==> config.mk <==
export PLATFORM = sky130hd
export DESIGN_NAME = sar_avg_seq_flat
export DESIGN_NICKNAME = d
export VERILOG_FILES = /design/src/rtl/sar_avg_pkg.sv /design/src/rtl/sar_avg_seq_if.sv /design/src/rtl/sar_avg_acc.sv /design/src/rtl/sar_avg_seq.sv /design/src/flat_wrapper.sv
export SDC_FILE = /design/constraint.sdc
export NUM_CORES = 1
export LEC_CHECK = 0
export ABC_AREA = 1
export ABC_CLOCK_PERIOD_IN_PS = 1700
export BUFFER_PORTS_ARGS = -buffer_cell sky130_fd_sc_hd__buf_2
export CAP_MARGIN = 20
export CORE_MARGIN = 2
export CORE_UTILIZATION = 45
export CTS_CLUSTER_DIAMETER = 30
export DETAILED_ROUTE_END_ITERATION = 8
export REMOVE_ABC_BUFFERS = 1
export SETUP_SLACK_MARGIN = 0.1
export SLEW_MARGIN = 25
export SYNTH_ARGS = -nofsm -noshare
export SYNTH_HDL_FRONTEND = slang
export SYNTH_SLANG_ARGS = --single-unit
export TNS_END_PERCENT = 30
==> constraint.sdc <==
create_clock -name CLK -period 1.7 [get_ports CLK]
set_input_delay 0.085 -clock CLK [delete_from_list [all_inputs] [get_ports CLK]]
set_output_delay 0.085 -clock CLK [all_outputs]
set_load 0.02 [all_outputs]
==> src/rtl/sar_avg_pkg.sv <==
// sar_avg_pkg: shared FSM type, default widths and rounding helper for the SAR averager
package sar_avg_pkg;
    typedef enum logic [1:0] {IDLE, REQ, REL, EMIT} state_e;
    localparam int NBITS_DEF   = 5;
    localparam int LOG2N_DEF   = 2;
    localparam int TIMEOUT_DEF = 64;
    localparam int ACC_W       = NBITS_DEF + LOG2N_DEF;
    localparam int TMO_W       = $clog2(TIMEOUT_DEF + 1);
    function automatic int round_const(input int log2n);
        return log2n > 0 ? 1 << (log2n - 1) : 0;
    endfunction
endpackage

==> src/rtl/sar_avg_seq_if.sv <==
// sar_avg_seq_if: control, ADC and result-port signals of the averaging sequencer
interface sar_avg_seq_if #(parameter int NBITS = 5);
    logic             START;
    logic             CONT;
    logic             GO;
    logic             ADC_VALID;
    logic [NBITS-1:0] ADC_RESULT;
    logic [NBITS-1:0] OUT_DATA;
    logic             OUT_VALID;
    logic             OUT_READY;
    logic             BUSY;
    logic             OVERRUN;
    logic             TIMEOUT_ERR;
    modport master (
        input  START, CONT, ADC_VALID, ADC_RESULT, OUT_READY,
        output GO, OUT_DATA, OUT_VALID, BUSY, OVERRUN, TIMEOUT_ERR
    );
    modport slave (
        output START, CONT, ADC_VALID, ADC_RESULT, OUT_READY,
        input  GO, OUT_DATA, OUT_VALID, BUSY, OVERRUN, TIMEOUT_ERR
    );
endinterface

==> src/rtl/sar_avg_acc.sv <==
// sar_avg_acc: code accumulator, sample counter and round-half-up mean
module sar_avg_acc
    import sar_avg_pkg::*;
#(
    parameter int NBITS = 5,
    parameter int LOG2N = 2
) (
    input  logic             clk,
    input  logic             rst,
    input  logic             clr,
    input  logic             add,
    input  logic [NBITS-1:0] din,
    output logic             done,
    output logic [NBITS-1:0] mean
);
    localparam int AW = NBITS + LOG2N;
    localparam int CW = LOG2N + 1;
    localparam logic [AW-1:0] RND = AW'(round_const(LOG2N));
    localparam logic [CW-1:0] N = CW'(1) << LOG2N;
    logic [AW-1:0] acc_q, acc_d, sum;
    logic [CW-1:0] cnt_q, cnt_d;
    // clear wins over add; the sum cannot overflow AW bits
    always_comb begin
        acc_d = clr ? '0 : add ? acc_q + AW'(din) : acc_q;
        cnt_d = clr ? '0 : add ? cnt_q + CW'(1) : cnt_q;
        sum   = acc_q + RND;
    end
    // accumulator and sample-count registers
    always_ff @(posedge clk) begin
        if (rst) begin
            acc_q <= '0;
            cnt_q <= '0;
        end else begin
            acc_q <= acc_d;
            cnt_q <= cnt_d;
        end
    end
    assign done = cnt_q == N;
    assign mean = NBITS'(sum >> LOG2N);
endmodule

==> src/rtl/sar_avg_seq.sv <==
// sar_avg_seq: ADC conversion sequencer averaging 2^LOG2N codes onto a valid/ready port
module sar_avg_seq
    import sar_avg_pkg::*;
#(
    parameter int NBITS   = NBITS_DEF,
    parameter int LOG2N   = LOG2N_DEF,
    parameter int TIMEOUT = TIMEOUT_DEF
) (
    input logic           CLK,
    input logic           RST,
    sar_avg_seq_if.master bus
);
    localparam int TW = $clog2(TIMEOUT + 1);
    state_e           state_q, state_d;
    logic [TW-1:0]    tmo_q, tmo_d;
    logic             vld_q, vld_d;
    logic             go_q, go_d;
    logic             busy_q, busy_d;
    logic             ovr_q, ovr_d;
    logic             err_q, err_d;
    logic             out_valid_q, out_valid_d;
    logic [NBITS-1:0] out_data_q, out_data_d;
    logic [NBITS-1:0] mean;
    logic             clr, add, ld, done, rise, tmo_hit;

    sar_avg_acc #(.NBITS(NBITS), .LOG2N(LOG2N)) u_acc (
        .clk (CLK),
        .rst (RST),
        .clr (clr),
        .add (add),
        .din (bus.ADC_RESULT),
        .done(done),
        .mean(mean)
    );

    // sequencer: VALID edge has priority over timeout; timeout drops the partial sum
    always_comb begin
        state_d = state_q;
        clr     = 1'b0;
        add     = 1'b0;
        ld      = 1'b0;
        err_d   = err_q;
        vld_d   = bus.ADC_VALID;
        rise    = bus.ADC_VALID & ~vld_q;
        tmo_hit = tmo_q == TW'(TIMEOUT - 1);
        case (state_q)
            IDLE: if (bus.START | bus.CONT) begin
                clr     = 1'b1;
                err_d   = 1'b0;
                state_d = REQ;
            end
            REQ: if (rise) begin
                add     = 1'b1;
                state_d = REL;
            end else if (tmo_hit) begin
                clr     = 1'b1;
                err_d   = 1'b1;
                state_d = IDLE;
            end
            REL: if (!bus.ADC_VALID) begin
                state_d = done ? EMIT : REQ;
            end else if (tmo_hit) begin
                clr     = 1'b1;
                err_d   = 1'b1;
                state_d = IDLE;
            end
            EMIT: begin
                ld      = 1'b1;
                clr     = bus.CONT;
                state_d = bus.CONT ? REQ : IDLE;
            end
            default: state_d = IDLE;
        endcase
        tmo_d  = (state_d != state_q || state_q == IDLE) ? '0 : tmo_q + TW'(1);
        go_d   = state_d == REQ;
        busy_d = state_d != IDLE;
    end

    // result register: an EMIT overwrites; overrun only when the held value was not taken
    always_comb begin
        out_valid_d = ld | (out_valid_q & ~bus.OUT_READY);
        out_data_d  = ld ? mean : out_data_q;
        ovr_d       = ovr_q | (ld & out_valid_q & ~bus.OUT_READY);
    end

    // all state and outputs are registered and clear on reset
    always_ff @(posedge CLK) begin
        if (RST) begin
            state_q     <= IDLE;
            tmo_q       <= '0;
            vld_q       <= 1'b0;
            go_q        <= 1'b0;
            busy_q      <= 1'b0;
            ovr_q       <= 1'b0;
            err_q       <= 1'b0;
            out_valid_q <= 1'b0;
            out_data_q  <= '0;
        end else begin
            state_q     <= state_d;
            tmo_q       <= tmo_d;
            vld_q       <= vld_d;
            go_q        <= go_d;
            busy_q      <= busy_d;
            ovr_q       <= ovr_d;
            err_q       <= err_d;
            out_valid_q <= out_valid_d;
            out_data_q  <= out_data_d;
        end
    end

    assign bus.GO          = go_q;
    assign bus.BUSY        = busy_q;
    assign bus.OVERRUN     = ovr_q;
    assign bus.TIMEOUT_ERR = err_q;
    assign bus.OUT_VALID   = out_valid_q;
    assign bus.OUT_DATA    = out_data_q;
endmodule

==> src/flat_wrapper.sv <==
// flat-port wrapper written by rule: the top's interface ports become plain ports
module sar_avg_seq_flat import sar_avg_pkg::*;
#(
    parameter int NBITS   = NBITS_DEF,
    parameter int LOG2N   = LOG2N_DEF,
    parameter int TIMEOUT = TIMEOUT_DEF
)
  (CLK, RST, bus_START, bus_CONT, bus_ADC_VALID, bus_ADC_RESULT, bus_OUT_READY, bus_GO, bus_OUT_DATA, bus_OUT_VALID, bus_BUSY, bus_OVERRUN, bus_TIMEOUT_ERR);
  sar_avg_seq_if #(.NBITS(NBITS)) bus_i ();
  input logic CLK;
  input logic RST;
  input wire logic [$bits(bus_i.START)-1:0] bus_START;
  input wire logic [$bits(bus_i.CONT)-1:0] bus_CONT;
  input wire logic [$bits(bus_i.ADC_VALID)-1:0] bus_ADC_VALID;
  input wire logic [$bits(bus_i.ADC_RESULT)-1:0] bus_ADC_RESULT;
  input wire logic [$bits(bus_i.OUT_READY)-1:0] bus_OUT_READY;
  output wire logic [$bits(bus_i.GO)-1:0] bus_GO;
  output wire logic [$bits(bus_i.OUT_DATA)-1:0] bus_OUT_DATA;
  output wire logic [$bits(bus_i.OUT_VALID)-1:0] bus_OUT_VALID;
  output wire logic [$bits(bus_i.BUSY)-1:0] bus_BUSY;
  output wire logic [$bits(bus_i.OVERRUN)-1:0] bus_OVERRUN;
  output wire logic [$bits(bus_i.TIMEOUT_ERR)-1:0] bus_TIMEOUT_ERR;
  assign bus_i.START = bus_START;
  assign bus_i.CONT = bus_CONT;
  assign bus_i.ADC_VALID = bus_ADC_VALID;
  assign bus_i.ADC_RESULT = bus_ADC_RESULT;
  assign bus_i.OUT_READY = bus_OUT_READY;
  assign bus_GO = bus_i.GO;
  assign bus_OUT_DATA = bus_i.OUT_DATA;
  assign bus_OUT_VALID = bus_i.OUT_VALID;
  assign bus_BUSY = bus_i.BUSY;
  assign bus_OVERRUN = bus_i.OVERRUN;
  assign bus_TIMEOUT_ERR = bus_i.TIMEOUT_ERR;
  sar_avg_seq #(.NBITS(NBITS), .LOG2N(LOG2N), .TIMEOUT(TIMEOUT)) u_core (.CLK(CLK), .RST(RST), .bus(bus_i));
endmodule
; Word level (Yosys, flattened, before mapping)
; Cells that the tools add are included.
[totals]
mem_count = 0
wordCells = 61
romBits = 0
ff_bits = 30
output_inout_bits = 10
ram_bits = 0
input_bits = 11
latchBits = 0
[op_classes]
add_sub_neg = 4
mux = 20
n_div = 0
bitwise = 9
multipliers = 0
order_cmp = 0
eq_ne = 10
shift = 0
n_reduce_logical = 7
[op_table]
columns = cell, count
row1 = two-way mux 1 bit, 12
row2 = two-way mux 2 bit, 5
row3 = case mux 2 bit (4 select lines), 1
row4 = adder 7 x 1 -> 7 bit (second input constant), 1
row5 = adder 7 x 2 -> 7 bit (second input constant), 1
row6 = adder 7 x 5 -> 7 bit, 1
row7 = equality test 7 x 6 -> 1 bit (second input constant), 1
row8 = AND 1 bit, 4
row9 = equality test 2 x 1 -> 1 bit (second input constant), 2
row10 = equality test 2 bit (second input constant), 2
row11 = inequality test 2 bit (second input constant), 2
row12 = case mux 1 bit (4 select lines), 1
row13 = AND reduction 4 bit, 1
row14 = OR reduction 2 bit, 2
row15 = adder 3 x 1 -> 3 bit (second input constant), 1
row16 = equality test 3 bit (second input constant), 1
row17 = OR 1 bit, 3
row18 = case mux 1 bit (3 select lines), 1
row19 = nonzero test 3 bit, 1
row20 = logical NOT 2 bit, 1
row21 = inequality test 2 x 1 -> 1 bit (second input constant), 1
row22 = inequality test 2 bit, 1
row23 = NOT 1 bit, 2
row24 = nonzero test 2 bit, 1
row25 = logical OR 1 bit, 1

; Longest topological paths before layout
[logic_depth]
depth_word = 7
mapped_depth = 11
depth_no_buf = 11

; Modules after synthesis
; Synthesis repeated with hierarchy kept, for this count alone.
[hier_totals]
cells_unflattened = 230
hier_area_um2 = 1665.3
[modules_own_cells]
columns = module, area_each_um2, seq_area_each_um2, cells_each, n_inst
row1 = sar_avg_seq, 955.9, 400.4, 126, 1
row2 = sar_avg_acc, 709.4, 200.2, 104, 1

; Worst setup path before layout
; No wires, ideal clock.
[synth_timing]
path_type = reg-to-reg
from = reg u_core.state_q[0]
to = reg u_core.tmo_q[0]
setup_time_ns = 0.065
path_stages_with_launch = 10
arrival_time_ns = 1.421
path_slack_ns = 0.214
required_time_ns = 1.635
path_buffers = 0
period_less_slack_ns = 1.486
cell_sequence = dfxtp_1 -> inv_1 -> ha_1 -> inv_2 -> nand2_1 -> nor2_1 -> nand2_2 -> nand3_1 -> nand3_4 -> nor2_1
[synth_between]
elab_chain_cells = 6
elab_cells_between_ends = 12
classes_between = 4 x eq/ne / 5 x mux / 3 x reduce/logical
[synth_lines]
columns = item, line_no
row1 = "start, declared", sar_avg_seq.sv:14  ; state_e state_q, state_d;
row2 = "start signal, assigned", sar_avg_seq.sv:99  ; state_q <= state_d;
row3 = two-way mux 2 bit, "sar_avg_seq.sv:55, sar_avg_seq.sv:62"
row4 = "two-way mux 2 bit, on equally long branches", "sar_avg_seq.sv:60, sar_avg_seq.sv:52"
row5 = case mux 2 bit (4 select lines), sar_avg_seq.sv:46  ; case (state_q)
row6 = inequality test 2 bit, sar_avg_seq.sv:74  ; tmo_d = (state_d != state_q || state_q == IDLE) ? '0 : tmo_q + TW'(1);
row7 = logical OR 1 bit (*), sar_avg_seq.sv:74
row8 = OR reduction 2 bit (no line) (*), -
row9 = "end signal, assigned", sar_avg_seq.sv:100  ; tmo_q <= tmo_d;
row10 = "end, declared", sar_avg_seq.sv:15  ; logic [TW-1:0] tmo_q, tmo_d;
; Mark *: on every way between the ends. The rest lies on a longest branch, timed or not.
; A chain may end at the register's enable or synchronous reset.

; Final worst setup path
[layout_timing]
from = reg u_core.state_q[1]
to = reg u_core.u_acc.acc_q[1]
[layout_between]
elab_chain_cells = 3
elab_cells_between_ends = 7
classes_between = 3 x eq/ne / 2 x mux / 2 x reduce/logical
[layout_lines]
columns = item, line_no
row1 = equality test 2 bit (tied with other cells), sar_avg_seq.sv:46
row2 = case mux 1 bit (4 select lines), sar_avg_seq.sv:46
row3 = OR reduction 2 bit (no line), -
row4 = "end signal, assigned", sar_avg_acc.sv:31  ; acc_q <= '0;
row5 = "end signal, assigned", sar_avg_acc.sv:34  ; acc_q <= acc_d;
row6 = "end, declared", sar_avg_acc.sv:20  ; logic [AW-1:0] acc_q, acc_d, sum;
; Parallel ways exist; a longest one is shown, timed or not.

==> run metrics <==
number of endpoints with negative hold slack in the final report=0; Simple-Gate Fraction of Synth Area=29.7%; TritonCTS clock tree=done; clock period minus worst slack=1500 ps; power per standard cell area=759 mW/mm2; number of antenna violations at the first check in global routing=0; share of post-route cells with drive strength above 1=30.3%; Crit path required time=1910 ps; Final setup viols=0; overall fraction of global-route tracks in use=17.2%; Inserted Diodes=0; clock sink total=30; Relative slew margins=77.0%; Boundary Pins=21; number of maximum-capacitance constraint violations=0; area growth from synthesis to final layout=22.6%; Avg Cell Area, Syn=7.54 um2; Longest Clk Path Bufs=2; initial standard-cell utilization of the core=46.4%; worst path arrival time=1720 ps; clock edge transition at the registers on the reported setup and hold paths=60 ps; multiplexer area fraction after synthesis=0%; overall die width=65.0 um; Rows=22; fill cell count=371; number of warning messages in the yosys log=0; adder-cell area share of the yosys netlist=11.7%; Pre-antenna DRT Iters=4; most frequent cell on the critical path=sky130_fd_sc_hd__inv_2; HPWL after detailed placement=2520 um; core area=0.00361 mm2; Avg WL per Cell=10.8 um; wire length of the first global-routing pass=5530 um; post-synth design cell area=0.00167 mm2; highest-count cells in the layout ignoring fill and taps=sky130_fd_sc_hd__nand2_1 (36), sky130_fd_sc_hd__nor2_1 (28), sky130_fd_sc_hd__dfxtp_1 (26); maximum fanout encountered on the critical timing path=5; total area of multi-input combinational cells=978 um2; hold-fix buffers at CTS=0; path depth of the worst reg2reg path=8; Worst setup SP type=flip-flop; clock tree root buffer cell=sky130_fd_sc_hd__clkbuf_8; largest cells by area after synthesis=sky130_fd_sc_hd__dfxtp_1 (36%), sky130_fd_sc_hd__ha_1 (10%), sky130_fd_sc_hd__nand2_1 (8.3%); Worst Hold Class=primary input to flip-flop; Compound-Gate Fraction of Synth Area=9.87%; peak per-stage delay on the critical path=360 ps; cell depth of the worst min-delay path=3; via count of the first global-routing pass=1,252; gp weighted congestion=0.872; DIE AREA=0.00422 mm2; top cell type's share of synthesized area=35.9%; Iter 0 DRT Violations=50; combinational family with the most area after synthesis=simple AND/OR/NAND/NOR gates; post-synthesis instance total=222; run status=finished, final reports clean; Highest Clock Rate=0.665 GHz; unrepaired setup endpoints after global routing=true; vias=1,455; H-tree Lvls=2; summed negative setup slack over all endpoints=0 ps; worst setup path class=flip-flop to flip-flop; ordered cell list for the critical path=inv_1 -> ha_1 -> inv_2 -> nor2_4 -> buf_4 -> inv_2 -> or2_1 -> a21oi_1; net total in the final layout=286; total congestion overflow=0; slew at the pin closest to its max-slew limit=342 ps; remaining antenna violation count after routing=0; maximum number of pins on one net before global-route repair=11; sequential cell area in the final layout=608 um2; summed area of non-filler cells in the final layout=0.00205 mm2; total wirelength of the detailed-routed design=3350 um; commonest non-fill, non-tap cell in the layout=sky130_fd_sc_hd__nand2_1; top cell type by total area after synthesis=sky130_fd_sc_hd__dfxtp_1; DR DRC count=0; overall die height=65.0 um; number of buffers created by CTS=5; kind of end point of the critical path=flip-flop; via density per instance=4.71; Worst-Skew Late Latency=280 ps; fraction of the cycle the final worst path needs=88.5%; standard cell with the maximum stage delay on the critical path=sky130_fd_sc_hd__dfxtp_4; Seq/Total Area, Yosys=35.9%; post-synthesis xor/xnor area fraction=4.71%; count of different cell masters after synthesis=31; FF+latch count, synth=30; IR Drop Worst-Case VDD=0.424 mV; leakage power summed over all cells=0.926 nW; instance area after placement=0.00190 mm2; number of buffers inserted by port buffering=20; total count of max-transition violations in the final report=0; Final Skew=6.91 ps
## final cells by class
| class | instances | area share, % |
|---|---|---|
| clock buffers | 7 | 4.21 |
| well taps | 48 | 2.93 |
| clock inverters | 1 | 0.244 |
| multi-input cells | 159 | 47.7 |
| inverters | 31 | 5.67 |
| flip-flops and latches | 30 | 29.6 |
| repair buffers | 33 | 9.63 |
## state kept, by name, indices dropped and copies added (netlist names), 2 cells and up
| signal | flops |
|---|---|
| u_core.bus.OUT_DATA | 5 |
| u_core.u_acc.cnt_q | 3 |
| u_core.u_acc.acc_q | 7 |
| u_core.tmo_q | 7 |
| u_core.state_q | 2 |
## Yosys cell counts, drive strengths merged
cell    instances
nor3            1
ha             14
xor2            6
a31oi           1
nor2           34
dfxtp          30
fa              1
buf             3
o21a            1
xnor2           3
a22oi           1
o21ai           7
or2             4
nand4           2
nor4            1
inv            31
nand3          18
a21oi          17
o211ai          2
nand3b          1
and2            1
nand2          43
## report_power, final
group	switching (mW)	internal [mW]	leakage [nW]
Clock	0.252	0.326	0.0482
Combinational	0.152	0.0953	0.632
Sequential	0.0109	0.722	0.245
## critical path, delay by kind of cell, from the launching register on
family / cells / cell delay (ps)
buffers and inverters: 4 / 390
AO/OA/AOI/OAI: 1 / 140
AND/OR/NAND/NOR: 2 / 360
flip-flops: 1 / 360
adder cells (fa/ha/maj): 1 / 210
## kinds of logic (layout without fill, tap and decap cells)
logic type,after synthesis,after routing
AO/OA/AOI/OAI,29,29
flip-flops,30,30
AND/OR/NAND/NOR,105,106
XOR/XNOR,9,9
buffers and inverters,34,72
adder cells (fa/ha/maj),15,15
## repair_timing
item	4_1_cts	5_1_grt
endpoints found under the setup margin	0	20
buffers inserted	0	2
hold endpoints to repair	0	0
gates resized for setup	0	17
## stage by stage
step	total power [mW]	instances	utilization [%]	hold WS [ps]	setup WS, ps
finish	1.56	309	56.9	57.7	196
global route	1.65	309	56.9	61.3	82.5
CTS	1.57	306	55.1	50.0	111
detailed placement	0.979	298	52.6	347	127
global placement	0.980	298	52.6	347	142
floorplan	0.899	219	-	154	214
## layer usage
layer | wire length [um] | vias to the layer above | global-route usage (%)
met2 | 1550 | 14 | 27.4
met1 | 1650 | 654 | 21.8
met4 | 46 | 0 | 6.38
met5 | 0 | - | 0
met3 | 99 | 5 | 5.21
li1 | - | 782 | -
## final timing paths
| check | startpoint | to | slack (ps) |
|---|---|---|---|
| min reg2reg | u_core.tmo_q[0]$_SDFF_PP0_ | u_core.tmo_q[0]$_SDFF_PP0_ | 420 |
| min | bus_ADC_VALID | u_core.vld_q$_SDFF_PP0_ | 60 |
| max | u_core.state_q[1]$_SDFF_PP0_ | u_core.u_acc.acc_q[1]$_SDFFE_PP0P_ | 200 |
| max reg2reg | u_core.state_q[1]$_SDFF_PP0_ | u_core.u_acc.acc_q[1]$_SDFFE_PP0P_ | 200 |
Note: power is estimated with default switching activity, not from simulation.
